`config.mk`:
```
export PLATFORM = sky130hd
export DESIGN_NAME = keypad_scan_ctrl
export DESIGN_NICKNAME = d
export VERILOG_FILES = /design/src/rtl/keypad_scan_ctrl.sv
export SDC_FILE = /design/constraint.sdc
export NUM_CORES = 1
export LEC_CHECK = 0
export ABC_AREA = 1
export CAP_MARGIN = 15
export CORE_ASPECT_RATIO = 1.75
export CORE_UTILIZATION = 55
export CTS_CLUSTER_DIAMETER = 60
export DETAILED_ROUTE_END_ITERATION = 16
export GPL_TIMING_DRIVEN = 0
export PLACE_DENSITY = 0.81
export REMOVE_ABC_BUFFERS = 1
export SKIP_CTS_REPAIR_TIMING = 1
export SYNTH_ARGS = -nofsm -noshare
export SYNTH_HDL_FRONTEND = slang
export SYNTH_SLANG_ARGS = --single-unit
```
`constraint.sdc`:
```
create_clock -name clk -period 4.7 [get_ports clk]
set_input_delay 1.175 -clock clk [delete_from_list [all_inputs] [get_ports clk]]
set_output_delay 1.175 -clock clk [all_outputs]
set_load 0.01 [all_outputs]
```
`src/rtl/keypad_scan_ctrl.sv`:
```
// 4x4 matrix keypad scanner: drives one active-low row at a time, samples the
// columns, debounces the full 16-key snapshot and queues press/release events.
module keypad_scan_ctrl #(
  parameter int SETTLE_CYCLES  = 512,
  parameter int DEBOUNCE_SCANS = 4,
  parameter int FIFO_DEPTH     = 4
) (
  input  logic       clk,
  input  logic       rst,
  input  logic [3:0] cols,
  output logic [3:0] rows,
  output logic       ev_valid,
  input  logic       ev_ready,
  output logic [3:0] ev_code,
  output logic       ev_press,
  output logic       key_down,
  output logic       overflow
);
  // state  | meaning
  // DRIVE  | drive next row low, load settle timer
  // SETTLE | wait for column lines to settle
  // SAMPLE | capture inverted columns for the driven row
  // EVAL   | compare full snapshot against candidate, run debounce count
  // EMIT   | walk all 16 keys, queue an event for every changed bit
  typedef enum logic [2:0] {S_DRIVE, S_SETTLE, S_SAMPLE, S_EVAL, S_EMIT} state_t;

  localparam int SW = (SETTLE_CYCLES > 1) ? $clog2(SETTLE_CYCLES) : 1;
  localparam int DW = (DEBOUNCE_SCANS > 1) ? $clog2(DEBOUNCE_SCANS) : 1;
  localparam int AW = $clog2(FIFO_DEPTH);
  localparam logic [SW-1:0] SETTLE_LOAD = SW'(SETTLE_CYCLES - 1);
  localparam logic [DW-1:0] STABLE_MAX  = DW'(DEBOUNCE_SCANS - 1);
  localparam logic [AW:0]   FIFO_FULL   = (AW+1)'(FIFO_DEPTH);

  state_t         state_q, state_d;
  logic [SW-1:0]  settle_cnt_q;
  logic [1:0]     row_idx_q;
  logic [3:0]     bit_idx_q;
  logic [DW-1:0]  stable_cnt_q, stable_inc;
  logic [15:0]    snapshot_q, candidate_q, debounced_q;
  logic [3:0]     rows_q;
  logic           key_down_q, overflow_q;
  logic [4:0]     mem_q [FIFO_DEPTH];
  logic [AW-1:0]  wr_ptr_q, rd_ptr_q;
  logic [AW:0]    count_q;
  logic           snap_eq, push, pop, full, accept;
  logic [4:0]     push_data;

  function automatic logic [3:0] key_code(input logic [3:0] k);
    case (k)
      4'd0:  key_code = 4'h1;  4'd1:  key_code = 4'h2;
      4'd2:  key_code = 4'h3;  4'd3:  key_code = 4'hA;
      4'd4:  key_code = 4'h4;  4'd5:  key_code = 4'h5;
      4'd6:  key_code = 4'h6;  4'd7:  key_code = 4'hB;
      4'd8:  key_code = 4'h7;  4'd9:  key_code = 4'h8;
      4'd10: key_code = 4'h9;  4'd11: key_code = 4'hC;
      4'd12: key_code = 4'hE;  4'd13: key_code = 4'h0;
      4'd14: key_code = 4'hF;  default: key_code = 4'hD;
    endcase
  endfunction

  always_ff @(posedge clk) begin
    if (rst) state_q <= S_DRIVE;
    else     state_q <= state_d;
  end

  always_comb begin
    snap_eq    = (snapshot_q == candidate_q);
    stable_inc = (stable_cnt_q == STABLE_MAX) ? stable_cnt_q : stable_cnt_q + 1'b1;
    state_d    = state_q;
    case (state_q)
      S_DRIVE:  state_d = S_SETTLE;
      S_SETTLE: if (settle_cnt_q == '0) state_d = S_SAMPLE;
      S_SAMPLE: state_d = (row_idx_q == 2'd3) ? S_EVAL : S_DRIVE;
      S_EVAL:   state_d = (snap_eq && stable_inc == STABLE_MAX &&
                           candidate_q != debounced_q) ? S_EMIT : S_DRIVE;
      S_EMIT:   if (bit_idx_q == 4'd15) state_d = S_DRIVE;
      default:  state_d = S_DRIVE;
    endcase
  end

  always_comb begin
    push      = (state_q == S_EMIT) && (candidate_q[bit_idx_q] != debounced_q[bit_idx_q]);
    push_data = {key_code(bit_idx_q), candidate_q[bit_idx_q]};
    full      = (count_q == FIFO_FULL);
    pop       = (count_q != '0) && ev_ready;
    accept    = push && (!full || pop);
  end

  always_ff @(posedge clk) begin
    if (rst) begin
      settle_cnt_q <= '0;
      row_idx_q    <= '0;
      bit_idx_q    <= '0;
      stable_cnt_q <= '0;
      snapshot_q   <= '0;
      candidate_q  <= '0;
      debounced_q  <= '0;
      rows_q       <= 4'b1111;
      key_down_q   <= 1'b0;
    end else begin
      key_down_q <= |debounced_q;
      case (state_q)
        S_DRIVE: begin
          rows_q       <= ~(4'b0001 << row_idx_q);
          settle_cnt_q <= SETTLE_LOAD;
        end
        S_SETTLE: if (settle_cnt_q != '0) settle_cnt_q <= settle_cnt_q - 1'b1;
        S_SAMPLE: begin
          snapshot_q[{row_idx_q, 2'b00} +: 4] <= ~cols;
          row_idx_q <= row_idx_q + 2'd1;
        end
        S_EVAL: begin
          bit_idx_q <= '0;
          if (!snap_eq) begin
            candidate_q  <= snapshot_q;
            stable_cnt_q <= '0;
          end else begin
            stable_cnt_q <= stable_inc;
          end
        end
        S_EMIT: begin
          bit_idx_q <= bit_idx_q + 4'd1;
          // debounced follows the candidate even when the event itself is dropped
          if (push) debounced_q[bit_idx_q] <= candidate_q[bit_idx_q];
        end
        default: ;
      endcase
    end
  end

  always_ff @(posedge clk) begin
    if (rst) begin
      for (int i = 0; i < FIFO_DEPTH; i++) mem_q[i] <= '0;
      wr_ptr_q   <= '0;
      rd_ptr_q   <= '0;
      count_q    <= '0;
      overflow_q <= 1'b0;
    end else begin
      if (accept) begin
        mem_q[wr_ptr_q] <= push_data;
        wr_ptr_q        <= wr_ptr_q + 1'b1;
      end
      if (pop) rd_ptr_q <= rd_ptr_q + 1'b1;
      count_q <= count_q + (AW+1)'(accept) - (AW+1)'(pop);
      if (push && !accept) overflow_q <= 1'b1;
    end
  end

  assign rows     = rows_q;
  assign ev_valid = (count_q != '0);
  assign ev_code  = mem_q[rd_ptr_q][4:1];
  assign ev_press = mem_q[rd_ptr_q][0];
  assign key_down = key_down_q;
  assign overflow = overflow_q;
endmodule

```
==> summary.md <==
| Metric | Value |
|---|---|
| Sink Count | 107 |
| CTS tree | yes |
| Post-Synthesis Cells | 760 |
| Clk slew on worst S/H paths | 70 ps |
| Setup WS pre-CTS | 736 ps |
| Drt wl/cell | 14.8 um |
| DIE AREA | 0.0106 sq mm |
| Placer Congestion | 0.983 |
| Initial antenna violation count | 0 |
| Post-route clock period utilization | 76.4% |
| Worst hold start | rd_ptr_q[0]$_SDFFE_PP0P_ |
| Slowest-stage cell, CP | clkdlybuf4s50_1 |
| Vias in the first global route | 4923 |
| Max Cap Violations | 0 |
| Die H | 135 um |
| P_sw | 0.605 mW |
| Final WS setup | 1110 ps |
| Fillers | 898 |
| Fin. Hold Viols | 0 |
| PD cells | 360 mW/mm^2 |
| CP startpoint | rst |
| Number of distinct library cells after synthesis | 40 |
| Starting density of the core | 56.8% |
| WS Path Type | in2reg |
| Unrepaired setup endpoints after global routing | false |
| Commonest non-fill, non-tap cells in the layout | 153 x nand2_1, 97 x inv_1, 91 x nor2_1 |
| Sw frac | 27.3% |
| CTS Buffer Depth | 2 |
| TritonCTS buffer count | 9 |
| Syn Area/Cell | 7.36 sq um |
| Synthesized area | 0.00559 sq mm |
| Power, Total | 2.21 mW |
| Avg Vias per Cell | 5.64 |
| Fin crit period | 3590 ps |
| R2r worst-path depth | 17 |
| Global-route wire length before repair | 21800 um |
| Crit path DAT | 3820 ps |
| WP data required | 4930 ps |
| Clock power frac | 36.4% |
| Total core area | 0.00985 sq mm |
| DRC viols | 0 |
| Layout cells sized above 1 | 5.19% |
| DRT iter0 DRCs | 303 |
| Row cnt | 48 |
| DP Wirelength | 9600 um |
| Gate power share | 16.9% |
| Final TNS setup | 0 ps |
| Crit-path cells | clkdlybuf4s50_1 -> buf_16 -> inv_2 -> nand2_1 -> nor2_1 -> o21ai_0 -> o22a_1 |
| Number of H-tree levels | 3 |
| Grt total ovfl | 0 |
| Initial DRT Pass Iterations | 7 |
| Hold crit path type | reg2reg |
| Crit end category | flop |
| Vias | 5047 |
| #FFs+latches synth | 107 |
| Synthesis-to-layout area growth | 9.73% |
| Max frequency | 279 MHz |
| Critical Path Source Type | input pin |
| CTS root buffer | clkbuf_16 |
| Worst r2r src | bit_idx_q[0]$_SDFFE_PP0N_ |
| Crit Path Max Fanout | 57 |
| Final setup violation count | 0 |
| I/O pin cnt | 19 |
| Port bufs | 18 |
| Final slew viol count | 0 |
| Layout Cells excl Fill | 895 |
| Leading cell type in the layout, fill and taps excluded | nand2_1 |
| Asr flop ratio synth | 0% |
| Leak | 2.51 nW |
| Seq pwr share | 46.6% |
| Hold Path Cell Cnt | 1 |
| Largest net degree at the start of global routing | 58 |
| Worst-margin pin slew | 979 ps |
| CP max stage delay | 750 ps |
| Yosys warning total | 0 |
| Internal power component | 1.61 mW |
| Max transition margin | 34.7% |
| Overall routing resource usage | 26.3% |
| Placed Cells | 879 |
| Main synth FF type | dfxtp_1 |
| Seq/Total Area, Yosys | 41.9% |
| Antenna Nets Post-Route | 0 |
| Skew final | 8.02 ps |
| Final wirelength | 13200 um |
| Die Wd | 78.2 um |
| Layout Nets | 790 |
| # diodes | 0 |
| Maximum VDD drop | 0.248 mV |
| Status | finished clean |
| Post-synth EDFFs | 20 |
| Skew-Pair Late Insertion Delay | 350 ps |
## metrics by stage
step / hold WS [ps] / cell area [sq um] / utilization, %
after floorplan: 438 / 5460 / -
after global placement: 453 / 5790 / 58.8
after detailed placement: 463 / 5820 / 59.1
after CTS: 477 / 6140 / 62.3
after global routing: 511 / 6140 / 62.3
final: 478 / 6140 / 62.3
## flip-flops by register name, summed over array words and instances, names as in the netlist, named ones only
signal / cells
bit_idx_q: 4
candidate_q: 16
count_q: 3
debounced_q: 16
key_down: 1
mem_q: 20
overflow: 1
push_data: 4
rd_ptr_q: 2
row_idx_q: 2
rows: 4
settle_cnt_q: 9
snapshot_q: 16
stable_cnt_q: 2
state_q: 3
wr_ptr_q: 2
## power by group through the flow
stage | Sequential [mW] | Combinational, mW | Clock, mW
global route | 1.04 | 0.418 | 0.847
floorplan | 1.04 | 0.237 | 0
CTS | 1.03 | 0.376 | 0.808
global placement | 1.05 | 0.352 | 0
finish | 1.03 | 0.375 | 0.805
detailed placement | 1.05 | 0.370 | 0
## cells by family (layout without fill, tap and decap cells)
| family | after synthesis | after routing | share of synthesized area [%] |
|---|---|---|---|
| AND/OR/NAND/NOR | 338 | 338 | 27.1 |
| AO/OA/AOI/OAI | 142 | 142 | 13.4 |
| buffers and inverters | 131 | 141 | 9.64 |
| flip-flops | 107 | 107 | 41.9 |
| XOR/XNOR | 24 | 24 | 3.76 |
| adder cells (fa/ha/maj) | 18 | 18 | 4.16 |
## area by class of cell
type	instances	area, sq um	area share [%]
clock buffer	9	225	3.67
sequential	107	2340	38.2
inverter	106	403	6.56
tap	125	156	2.55
multi-input combinational	522	2710	44.2
timing repair buffer	19	208	3.38
clock inverter	7	91.3	1.49
## routing by layer
| metal | routed length (um) | vias to the layer above | track usage [%] |
|---|---|---|---|
| met4 | 718 | 0 | 19.1 |
| met5 | 0 | - | 0 |
| met3 | 484 | 55 | 3.70 |
| met2 | 7180 | 169 | 49.0 |
| li1 | - | 2501 | - |
| met1 | 4840 | 2322 | 26.0 |
## Yosys cell counts (2+ instances only)
master | number | area [sq um]
o22ai_1 | 5 | 31.3
xor2_1 | 5 | 43.8
nand2_1 | 153 | 574
or2_2 | 5 | 31.3
o211ai_1 | 2 | 15.0
nand2_2 | 6 | 37.5
clkinv_1 | 3 | 11.3
nand4_1 | 29 | 181
ha_1 | 17 | 213
nor2_1 | 91 | 342
clkbuf_1 | 15 | 56.3
inv_4 | 2 | 12.5
buf_2 | 4 | 20.0
xnor2_1 | 19 | 166
a21oi_1 | 65 | 325
nor3_1 | 16 | 80.1
a211oi_1 | 2 | 15.0
nand3_2 | 3 | 30.0
edfxtp_1 | 20 | 601
inv_1 | 98 | 368
dfxtp_1 | 87 | 1740
inv_2 | 3 | 11.3
o21ai_1 | 3 | 15.0
nand3_1 | 23 | 115
o21ai_0 | 53 | 265
a31oi_1 | 7 | 43.8
nor4_1 | 7 | 43.8
buf_6 | 5 | 56.3
## final timing paths
check        slack [ps]                        to
max reg2reg        1160     count_q[2]$_SDFF_PP0_
min                 480  rd_ptr_q[0]$_SDFFE_PP0P_
max                1110      push_data[4]$_DFF_P_
min reg2reg         480  rd_ptr_q[0]$_SDFFE_PP0P_
## worst max-delay path, delay by kind of cell
| family | cells | cell delay [ps] |
|---|---|---|
| AO/OA/AOI/OAI | 2 | 420 |
| AND/OR/NAND/NOR | 2 | 430 |
| buffers and inverters | 3 | 1790 |
Note: power is estimated with default switching activity, not from simulation.
